===== src/rtl/aes_ctrl_pkg.sv =====
// Shared types and constants for the iterative AES-128 round controller.
package aes_ctrl_pkg;

  localparam int unsigned AES_STATE_W   = 128;
  localparam int unsigned AES128_ROUNDS = 10;
  localparam int unsigned ROUND_IDX_W   = 4;

  typedef enum logic [1:0] {
    StIdle,
    StLoad,
    StRound,
    StDone
  } aes_ctrl_st_e;

endpackage


===== src/rtl/aes_round_ctrl_if.sv =====
// Block I/O, round-datapath strobes and status of the AES round controller.
// master: wrapper/datapath side; slave: the controller.
interface aes_round_ctrl_if
  import aes_ctrl_pkg::*;
#(
  parameter int unsigned StateW = AES_STATE_W
) ();

  logic                   in_valid;
  logic                   in_ready;
  logic [StateW-1:0]      in_state;
  logic [StateW-1:0]      in_key;
  logic                   dp_load;
  logic                   dp_round_en;
  logic                   dp_last;
  logic [ROUND_IDX_W-1:0] dp_round;
  logic [StateW-1:0]      dp_pt;
  logic [StateW-1:0]      dp_key;
  logic [StateW-1:0]      dp_state;
  logic                   out_valid;
  logic                   out_ready;
  logic [StateW-1:0]      out_state;
  logic                   busy;

  modport master (
    output in_valid, in_state, in_key, out_ready, dp_state,
    input  in_ready, dp_load, dp_round_en, dp_last, dp_round, dp_pt, dp_key,
    input  out_valid, out_state, busy
  );

  modport slave (
    input  in_valid, in_state, in_key, out_ready, dp_state,
    output in_ready, dp_load, dp_round_en, dp_last, dp_round, dp_pt, dp_key,
    output out_valid, out_state, busy
  );

endinterface


===== src/rtl/aes_round_counter.sv =====
// Round index counter: loads to 1, increments, flags the terminal round.
module aes_round_counter #(
  parameter int unsigned Width     = 4,
  parameter int unsigned TermCount = 10
) (
  input  logic             clk,
  input  logic             rst,
  input  logic             load_i,
  input  logic             incr_i,
  output logic [Width-1:0] cnt_o,
  output logic             term_o
);

  logic [Width-1:0] cnt_q, cnt_d;

  always_comb begin
    cnt_d = cnt_q;
    if (load_i) begin
      cnt_d = Width'(1);
    end else if (incr_i) begin
      cnt_d = cnt_q + Width'(1);
    end
  end

  always_ff @(posedge clk) begin
    if (rst) begin
      cnt_q <= '0;
    end else begin
      cnt_q <= cnt_d;
    end
  end

  assign cnt_o  = cnt_q;
  assign term_o = (cnt_q == Width'(TermCount));

endmodule


===== src/rtl/aes_round_ctrl.sv =====
// Sequencer for the iterative AES-128 round datapath (IDLE/LOAD/ROUND/DONE).
// Optional AES_PERF_CNT_EN adds a completed-block counter (blk_cnt) with clear (cnt_clr).
module aes_round_ctrl
  import aes_ctrl_pkg::*;
#(
  parameter int unsigned NUM_ROUNDS = AES128_ROUNDS,
  parameter int unsigned STATE_W    = AES_STATE_W
) (
  input  logic        clk,
  input  logic        rst,
`ifdef AES_PERF_CNT_EN
  input  logic        cnt_clr,
  output logic [31:0] blk_cnt,
`endif
  aes_round_ctrl_if.slave bus
);

  if (NUM_ROUNDS < 1 || NUM_ROUNDS > 15) begin : g_bad_rounds
    $fatal(1, "aes_round_ctrl: NUM_ROUNDS must be within 1..15");
  end

  aes_ctrl_st_e state_q, state_d;

  logic [ROUND_IDX_W-1:0] round_cnt;
  logic                   round_term;
  logic                   accept;
  logic                   out_hs;

  logic [STATE_W-1:0] dp_pt_q, dp_pt_d;
  logic [STATE_W-1:0] dp_key_q, dp_key_d;
  logic [STATE_W-1:0] out_state_q, out_state_d;
  logic               capt_q, capt_d;

  assign accept = (state_q == StIdle) && bus.in_valid;
  assign out_hs = (state_q == StDone) && bus.out_ready;

  aes_round_counter #(
    .Width     (ROUND_IDX_W),
    .TermCount (NUM_ROUNDS)
  ) u_round_counter (
    .clk    (clk),
    .rst    (rst),
    .load_i (state_q == StLoad),
    .incr_i (state_q == StRound),
    .cnt_o  (round_cnt),
    .term_o (round_term)
  );

  always_ff @(posedge clk) begin
    if (rst) begin
      state_q <= StIdle;
    end else begin
      state_q <= state_d;
    end
  end

  always_comb begin
    state_d = state_q;
    unique case (state_q)
      StIdle:  if (accept) state_d = StLoad;
      StLoad:  state_d = StRound;
      StRound: if (round_term) state_d = StDone;
      StDone:  if (out_hs) state_d = StIdle;
      default: state_d = StIdle;
    endcase
  end

  always_comb begin
    bus.in_ready    = 1'b0;
    bus.dp_load     = 1'b0;
    bus.dp_round_en = 1'b0;
    bus.dp_last     = 1'b0;
    bus.dp_round    = '0;
    bus.out_valid   = 1'b0;
    unique case (state_q)
      StIdle:  bus.in_ready = 1'b1;
      StLoad:  bus.dp_load = 1'b1;
      StRound: begin
        bus.dp_round_en = 1'b1;
        bus.dp_round    = round_cnt;
        bus.dp_last     = round_term;
      end
      StDone:  bus.out_valid = 1'b1;
      default: ;
    endcase
    bus.busy = (state_q != StIdle);
  end

  // The last round lands in the datapath register on DONE entry, so the first DONE cycle
  // forwards dp_state directly and the capture register holds it from then on.
  always_comb begin
    dp_pt_d     = accept ? bus.in_state : dp_pt_q;
    dp_key_d    = accept ? bus.in_key : dp_key_q;
    out_state_d = out_state_q;
    if ((state_q == StDone) && !capt_q) begin
      out_state_d = bus.dp_state;
    end
    capt_d = (state_q == StDone) && !out_hs;
  end

  always_ff @(posedge clk) begin
    if (rst) begin
      dp_pt_q     <= '0;
      dp_key_q    <= '0;
      out_state_q <= '0;
      capt_q      <= 1'b0;
    end else begin
      dp_pt_q     <= dp_pt_d;
      dp_key_q    <= dp_key_d;
      out_state_q <= out_state_d;
      capt_q      <= capt_d;
    end
  end

  assign bus.dp_pt     = dp_pt_q;
  assign bus.dp_key    = dp_key_q;
  assign bus.out_state = ((state_q == StDone) && !capt_q) ? bus.dp_state : out_state_q;

`ifdef AES_PERF_CNT_EN
  logic [31:0] blk_cnt_q, blk_cnt_d;

  always_comb begin
    blk_cnt_d = blk_cnt_q;
    if (cnt_clr) begin
      blk_cnt_d = '0;
    end else if (out_hs) begin
      blk_cnt_d = blk_cnt_q + 32'd1;
    end
  end

  always_ff @(posedge clk) begin
    if (rst) begin
      blk_cnt_q <= '0;
    end else begin
      blk_cnt_q <= blk_cnt_d;
    end
  end

  assign blk_cnt = blk_cnt_q;
`endif

endmodule

===== src/flat_wrapper.sv =====
// flat-port wrapper written by rule: the top's interface ports become plain ports
module aes_round_ctrl_flat import aes_ctrl_pkg::*;
#(
  parameter int unsigned NUM_ROUNDS = AES128_ROUNDS,
  parameter int unsigned STATE_W    = AES_STATE_W
)
  (clk, rst, bus_in_valid, bus_in_state, bus_in_key, bus_out_ready, bus_dp_state, bus_in_ready, bus_dp_load, bus_dp_round_en, bus_dp_last, bus_dp_round, bus_dp_pt, bus_dp_key, bus_out_valid, bus_out_state, bus_busy);
  aes_round_ctrl_if bus_i ();
  input  logic clk;
  input  logic rst;
  input wire logic [$bits(bus_i.in_valid)-1:0] bus_in_valid;
  input wire logic [$bits(bus_i.in_state)-1:0] bus_in_state;
  input wire logic [$bits(bus_i.in_key)-1:0] bus_in_key;
  input wire logic [$bits(bus_i.out_ready)-1:0] bus_out_ready;
  input wire logic [$bits(bus_i.dp_state)-1:0] bus_dp_state;
  output wire logic [$bits(bus_i.in_ready)-1:0] bus_in_ready;
  output wire logic [$bits(bus_i.dp_load)-1:0] bus_dp_load;
  output wire logic [$bits(bus_i.dp_round_en)-1:0] bus_dp_round_en;
  output wire logic [$bits(bus_i.dp_last)-1:0] bus_dp_last;
  output wire logic [$bits(bus_i.dp_round)-1:0] bus_dp_round;
  output wire logic [$bits(bus_i.dp_pt)-1:0] bus_dp_pt;
  output wire logic [$bits(bus_i.dp_key)-1:0] bus_dp_key;
  output wire logic [$bits(bus_i.out_valid)-1:0] bus_out_valid;
  output wire logic [$bits(bus_i.out_state)-1:0] bus_out_state;
  output wire logic [$bits(bus_i.busy)-1:0] bus_busy;
  assign bus_i.in_valid = bus_in_valid;
  assign bus_i.in_state = bus_in_state;
  assign bus_i.in_key = bus_in_key;
  assign bus_i.out_ready = bus_out_ready;
  assign bus_i.dp_state = bus_dp_state;
  assign bus_in_ready = bus_i.in_ready;
  assign bus_dp_load = bus_i.dp_load;
  assign bus_dp_round_en = bus_i.dp_round_en;
  assign bus_dp_last = bus_i.dp_last;
  assign bus_dp_round = bus_i.dp_round;
  assign bus_dp_pt = bus_i.dp_pt;
  assign bus_dp_key = bus_i.dp_key;
  assign bus_out_valid = bus_i.out_valid;
  assign bus_out_state = bus_i.out_state;
  assign bus_busy = bus_i.busy;
  aes_round_ctrl #(.NUM_ROUNDS(NUM_ROUNDS), .STATE_W(STATE_W)) u_core (.clk(clk), .rst(rst), .bus(bus_i));
endmodule

===== config.mk =====
export PLATFORM = sky130hd
export DESIGN_NAME = aes_round_ctrl_flat
export DESIGN_NICKNAME = d
export VERILOG_FILES = /design/src/rtl/aes_ctrl_pkg.sv /design/src/rtl/aes_round_ctrl_if.sv /design/src/rtl/aes_round_counter.sv /design/src/rtl/aes_round_ctrl.sv /design/src/flat_wrapper.sv
export SDC_FILE = /design/constraint.sdc
export NUM_CORES = 1
export LEC_CHECK = 0
export CAP_MARGIN = 20
export CORE_AREA = 3 3 305 307
export CTS_CLUSTER_DIAMETER = 200
export DETAILED_ROUTE_END_ITERATION = 10
export DIE_AREA = 0 0 308 310
export GPL_ROUTABILITY_DRIVEN = 0
export HOLD_SLACK_MARGIN = 0.12
export SYNTH_ARGS = -nofsm -noshare
export SYNTH_HDL_FRONTEND = slang
export SYNTH_SLANG_ARGS = --single-unit

===== constraint.sdc =====
create_clock -name clk -period 3.1 [get_ports clk]
set_input_delay 0.62 -clock clk [delete_from_list [all_inputs] [get_ports clk]]
set_output_delay 0.62 -clock clk [all_outputs]
set_load 0.05 [all_outputs]

# Yosys cells after proc, flatten, opt, wreduce, memory -nomap -nowiden
# Cells that the tools add are included.
[classes]
addsub = 1
n_mux = 13
reduce_logical = 11
n_eq_ne = 7
[op_table]
columns = ["cell", "n"]
rows = [
  ["$mux 128", 1],
  ["$pmux 2 s4", 1],
  ["$mux 1", 7],
  ["$mux 2", 3],
  ["$ne 2x1->1 const B", 3],
  ["$add 4x1->4 const B", 1],
  ["$eq 2x2->1 const B", 2],
  ["$eq 4x4->1 const B", 1],
  ["$logic_and 1x1->1", 4],
  ["$mux 4", 1],
  ["$reduce_bool 2->1", 2],
  ["$reduce_and 3->1", 1],
  ["$eq 2x1->1 const B", 1],
  ["$logic_not 1->1", 2],
  ["$logic_not 2->1", 1],
  ["$reduce_or 2->1", 1],
]
[totals]
register_bits = 391
output_inout_bits = 394
input_bits = 388
wordCells = 39

# Longest topological paths before layout
[logic_depth]
ltp_word = 4
depth_mapped = 8
ltp_nobuf = 5

# Hierarchy
# From an unflattened synthesis, not the netlist that was laid out.
[unflattened]
hier_cells = 1571
hier_area_um2 = 14641.5
[modules_own_cells]
columns = ["module", "n_inst", "area_each_um2", "cells_each"]
rows = [
  ["aes_round_ctrl", 1, 14438.8, 1551],
  ["aes_round_counter", 1, 202.7, 20],
]

# Least setup slack after synthesis
# No wires, ideal clock.
[synth_timing]
path_kind = "flip-flop to output port"
startpoint = "register u_core.state_q[1]"
endpoint = "output bus_out_state[100]"
stages_incl_launch_ff = 6
setup_slack_ns = 0.764
arrival_time_ns = 1.716
n_path_buf = 2
t_required_ns = 2.480
cell_sequence = "dfxtp_1 ha_1 nand2b_4 buf_4 buf_6 mux2_4"
[synth_via]
elab_chain_cells = 3
[synth_rtl]
columns = ["item", "line_no", "rtl"]
rows = [
  ["from (decl)", "aes_round_ctrl.sv:22", "aes_ctrl_st_e state_q, state_d;"],
  ["from (signal assigned)", "aes_round_ctrl.sv:51", "state_q <= StIdle;"],
  ["from (signal assigned)", "aes_round_ctrl.sv:53", "state_q <= state_d;"],
  ["$eq 2x2->1", "aes_round_ctrl.sv:117", "assign bus.out_state = ((state_q == StDone) && !capt_q) ? bus.dp_state : out_state_q;"],
  ["$logic_and 1x1->1", "aes_round_ctrl.sv:117", ""],
  ["$mux 128", "aes_round_ctrl.sv:117", ""],
  ["to (decl)", "flat_wrapper.sv:24", "output wire logic [$bits(bus_i.out_state)-1:0] bus_out_state;"],
]
# Every way passes these cells.

# Worst setup path in the final report
[layout_timing]
startpoint = "register u_core.state_q[0]"
endpoint = "output bus_in_ready"
[layout_via]
elab_chain_cells = 2
[layout_rtl]
columns = ["item", "line_no", "rtl"]
rows = [
  ["$logic_not 2->1", "aes_round_ctrl.sv:75", "unique case (state_q)"],
  ["$mux 1", "aes_round_ctrl.sv:75", ""],
  ["to (decl)", "flat_wrapper.sv:16", "output wire logic [$bits(bus_i.in_ready)-1:0] bus_in_ready;"],
]
# Every way passes these cells.

==> results_tabular.tex <==
\begin{tabular}{lr}
\hline
Metric & Value \\
\hline
\multicolumn{2}{l}{\textbf{Cells and area}} \\
\quad Fin area & 25400 µm² \\
\quad Filler cell count in the final layout & 9662 \\
\quad Seq. cell area & just under 8000 µm² \\
\quad Most frequent standard cell in the layout excluding fill and tap cells & sky130\_fd\_sc\_hd\_\_clkdlybuf4s50\_1 \\
\quad Multi-input gate area & just over 6000 µm² \\
\quad Layout cells sized above 1 & about 16\% \\
\quad Area overhead of the layout relative to synthesis & 73.6\% \\
\quad Net count of the finished layout & 2722 \\
\quad Most frequent cells in the layout & 647 x sky130\_fd\_sc\_hd\_\_clkdlybuf4s50\_1, 515 x sky130\_fd\_sc\_hd\_\_nand2\_1, 391 x sky130\_fd\_sc\_hd\_\_dfxtp\_1, 256 x sky130\_fd\_sc\_hd\_\_a21oi\_1, 131 x sky130\_fd\_sc\_hd\_\_nor2b\_1 \\
\multicolumn{2}{l}{\textbf{Power and ir drop}} \\
\quad Highest ir drop seen on vdd & 0.467 mV \\
\quad Reported net switching power & 0.00883 W \\
\quad Static Leak & 10.0 nW \\
\quad Power density of the placed cells & about 840 nW/µm² \\
\quad Logic pwr share & 44.6\% \\
\quad Internal power & between 0.01 and 0.015 W \\
\quad Power share of the sequential group & around 29\% \\
\quad Proportion of total power due to net switching & 41.4\% \\
\quad Share of power burned in the clock network & a little over a quarter \\
\multicolumn{2}{l}{\textbf{Setup path}} \\
\quad Endpoint type of the worst setup path & output pin \\
\quad Critical Path, Cell by Cell & inv\_1, ha\_1, clkdlybuf4s50\_1 \\
\quad CP max FO & 5 \\
\quad Family with the most delay on the worst path & buffers and inverters \\
\quad Crit path kind & flop to output pin \\
\quad Data arrival at the endpoint of the critical path & 2.30 ns \\
\quad Required time at the endpoint of the critical path & 2.48 ns \\
\quad Worst Path Buf+Inv & 2 \\
\quad Cell type of the slowest stage on the worst timing path & sky130\_fd\_sc\_hd\_\_clkdlybuf4s50\_1 \\
\quad Maximum single-stage delay on the critical path & 0.87 ns \\
\quad Kind of start point of the critical path & flop \\
\multicolumn{2}{l}{\textbf{Routing}} \\
\quad Via count & about 14000 \\
\quad DR vias/cell & 3.83 \\
\quad Number of nets still failing antenna checks after routing & 0 \\
\quad First-iteration detailed-routing DRC count & approximately 840 \\
\quad Routed WL per cell & 20.4 µm \\
\quad DRC violation count after routing & 0 \\
\quad Detailed-route wire length & around 72 mm \\
\quad Total iterations of the first detailed-routing run & 5 \\
\multicolumn{2}{l}{\textbf{Yosys}} \\
\quad Syn Nets & 1970 \\
\quad Register area share after synthesis & 53.6\% \\
\quad Total number of yosys warnings & 0 \\
\quad Syn avg cell area & 9.28 µm² \\
\quad Yosys cell types & 26 \\
\quad Cell area after technology mapping & 14600 µm² \\
\quad Number of storage elements in the synthesis netlist & 391 \\
\quad Synth Instances & 1574 \\
\multicolumn{2}{l}{\textbf{Clocking}} \\
\quad Maximum buffer depth of the clock tree & 3 \\
\quad TritonCTS buffer count & 48 \\
\quad Total number of clock tree sinks & 391 \\
\quad Clk slew on worst S/H paths & approximately 0.06 ns \\
\quad Hold-fix buffer count after cts & 0 \\
\quad \# H-tree levels & 2 \\
\quad Clock tree from TritonCTS & built \\
\quad Clk Latency, worst-skew pair & around 0.60 ns \\
\quad Library cell used as clock root buffer & sky130\_fd\_sc\_hd\_\_clkbuf\_16 \\
\multicolumn{2}{l}{\textbf{Die}} \\
\quad Number of I/O pins & 782 \\
\quad Overall die area & $\sim$95000 µm² \\
\quad Initial core utilization & 16.2\% \\
\quad Number of placement rows & 110 \\
\quad Width of the chip & 308 µm \\
\quad Die outline height & 310 µm \\
\quad Core Region & 90300 µm² \\
\multicolumn{2}{l}{\textbf{Timing}} \\
\quad Period utilization & about 94\% \\
\quad Final Hold Vio Count & 0 \\
\quad Setup repair after global routing missed its margin & no \\
\quad Slew @ Worst Pin & 0.671 ns \\
\quad Highest achievable clock rate & 342 MHz \\
\quad Relative slew slack & 55.1\% \\
\quad Worst clock skew & 0.00745 ns \\
\quad Sum Neg Setup Slack & 0 ns \\
\quad Number of slew-limit violations in the final report & 0 \\
\quad Clock period minus final worst setup slack & 2.92 ns \\
\quad Final setup violating endpoints & 0 \\
\multicolumn{2}{l}{\textbf{GRT}} \\
\quad Number of global-route vias before repair & between 10000 and 15000 \\
\quad Remaining global-route overflow & 0 \\
\quad Overall track demand over capacity in global routing & 14.3\% \\
\quad Initial antenna violation count & 30 \\
\quad Wire length of the first global-routing pass & 98.0 mm \\
\quad Largest net degree at the start of global routing & 87 \\
\multicolumn{2}{l}{\textbf{Flow run}} \\
\quad Total of max-cap violations & 0 \\
\multicolumn{2}{l}{\textbf{Worst hold path}} \\
\quad Type of the tightest min-delay check & flop to flop \\
\multicolumn{2}{l}{\textbf{Run status}} \\
\quad Run status & finished clean \\
\multicolumn{2}{l}{\textbf{Place}} \\
\quad Placed Instance Area & roughly 24000 µm² \\
\quad Dpl hpwl & 56.2 mm \\
\quad Number of buffer cells added on primary ports & 781 \\
\hline
\end{tabular}
timing repair:
action	in CTS	in global routing
endpoints found under the setup margin	41	1
resized for setup	4	1
buffers inserted	1	0
state kept, by name, indices dropped and copies added, names as in the netlist:
register,count
u_core.bus.dp_key,128
u_core.bus.dp_pt,128
u_core.out_state_q,128
u_core.u_round_counter.cnt_o,4
u_core.state_q,2
u_core.capt_q,1
stage by stage:
stage	worst slack, ns	utilization, %	total power (W)	hold slack (ns)	instances
after floorplan	0.764	-	0.0123	0.499	1574
after global placement	0.645	26.3	0.0159	0.441	3451
after detailed placement	0.600	26.3	0.0159	0.445	3451
after CTS	0.0373	28.1	0.0217	0.414	3537
after global routing	0.0890	28.1	0.0223	0.442	3540
final	0.178	28.1	0.0213	0.452	3542
area by class of cell:
class / count / area share, %
Clock inverter: 15 / 0.661
Multi-Input combinational cell: 1063 / 24.4
Inverter: 5 / 0.0740
Tap cell: 1176 / 5.80
Timing Repair Buffer: 817 / 32.6
Clock buffer: 70 / 5.50
Antenna cell: 5 / 0.0493
Sequential cell: 391 / 30.9
synthesized netlist by cell type, drive strengths merged:
cell type / n / area, µm²
a211o: 1 / 8.76
nand4: 1 / 6.26
a21oi: 256 / 1280
nor2b: 131 / 820
nand2: 516 / 1940
nor4: 1 / 6.26
buf: 61 / 373
dfxtp: 391 / 7830
mux2i: 1 / 10.0
nor2: 4 / 15.0
a221oi: 1 / 8.76
mux2: 128 / 1890
a2111oi: 1 / 8.76
inv: 5 / 18.8
ha: 8 / 100
nor3: 3 / 15.0
nand2b: 3 / 26.3
clkbuf: 54 / 203
xor2: 2 / 17.5
nand3b: 1 / 7.51
and2: 5 / 31.3
logic make-up (layout without fill, tap and decap cells):
kind of cell	after synthesis	after routing	share of synthesized area, %
fa+ha+maj	8	8	0.685
flops	391	391	53.6
simple gates	665	665	19.6
other cells	0	5	0
mux	129	129	13.0
xor+xnor	2	2	0.120
compound gates	259	259	8.95
buf+inv	120	907	4.07
power by group through the flow:
stage	clock network [W]	registers, W	logic [W]
after detailed placement	0	0.00629	0.00959
after global placement	0	0.00626	0.00960
after global routing	0.00602	0.00628	0.0100
after CTS	0.00583	0.00619	0.00964
final	0.00563	0.00619	0.00950
after floorplan	0	0.00831	0.00397
worst register-to-register path: stages, from the launching register on:
cell	delay (ns)
sky130_fd_sc_hd__dfxtp_1	0.32
sky130_fd_sc_hd__inv_1	0.15
sky130_fd_sc_hd__ha_1	0.36
sky130_fd_sc_hd__buf_4	0.21
sky130_fd_sc_hd__and2_4	0.31
sky130_fd_sc_hd__buf_12	0.27
sky130_fd_sc_hd__buf_4	0.31
sky130_fd_sc_hd__nand2_1	0.07
sky130_fd_sc_hd__a21oi_1	0.11
final timing paths:
check                                            from                     to  slack (ns)  cells past startpoint
worst min register to register  u_core.bus.dp_key[12]  u_core.bus.dp_key[12]        0.45                      2
worst max register to register      u_core.state_q[0]   u_core.bus.dp_pt[12]        0.91                      8
worst max-delay path                u_core.state_q[0]           bus_in_ready        0.18                      3
worst min-delay path            u_core.bus.dp_key[12]  u_core.bus.dp_key[12]        0.45                      2
per-layer routing:
metal	share of wire, %	vias up	global-route usage, %	wire length (µm)
li1	-	6580	-	-
met3	10	100	6.04	7310
met5	0.20	-	0	148
met4	2.7	22	5.10	1930
met2	47	557	24.1	34300
met1	40	6317	16.2	28700
No activity file was read; power rests on OpenSTA's default activity.
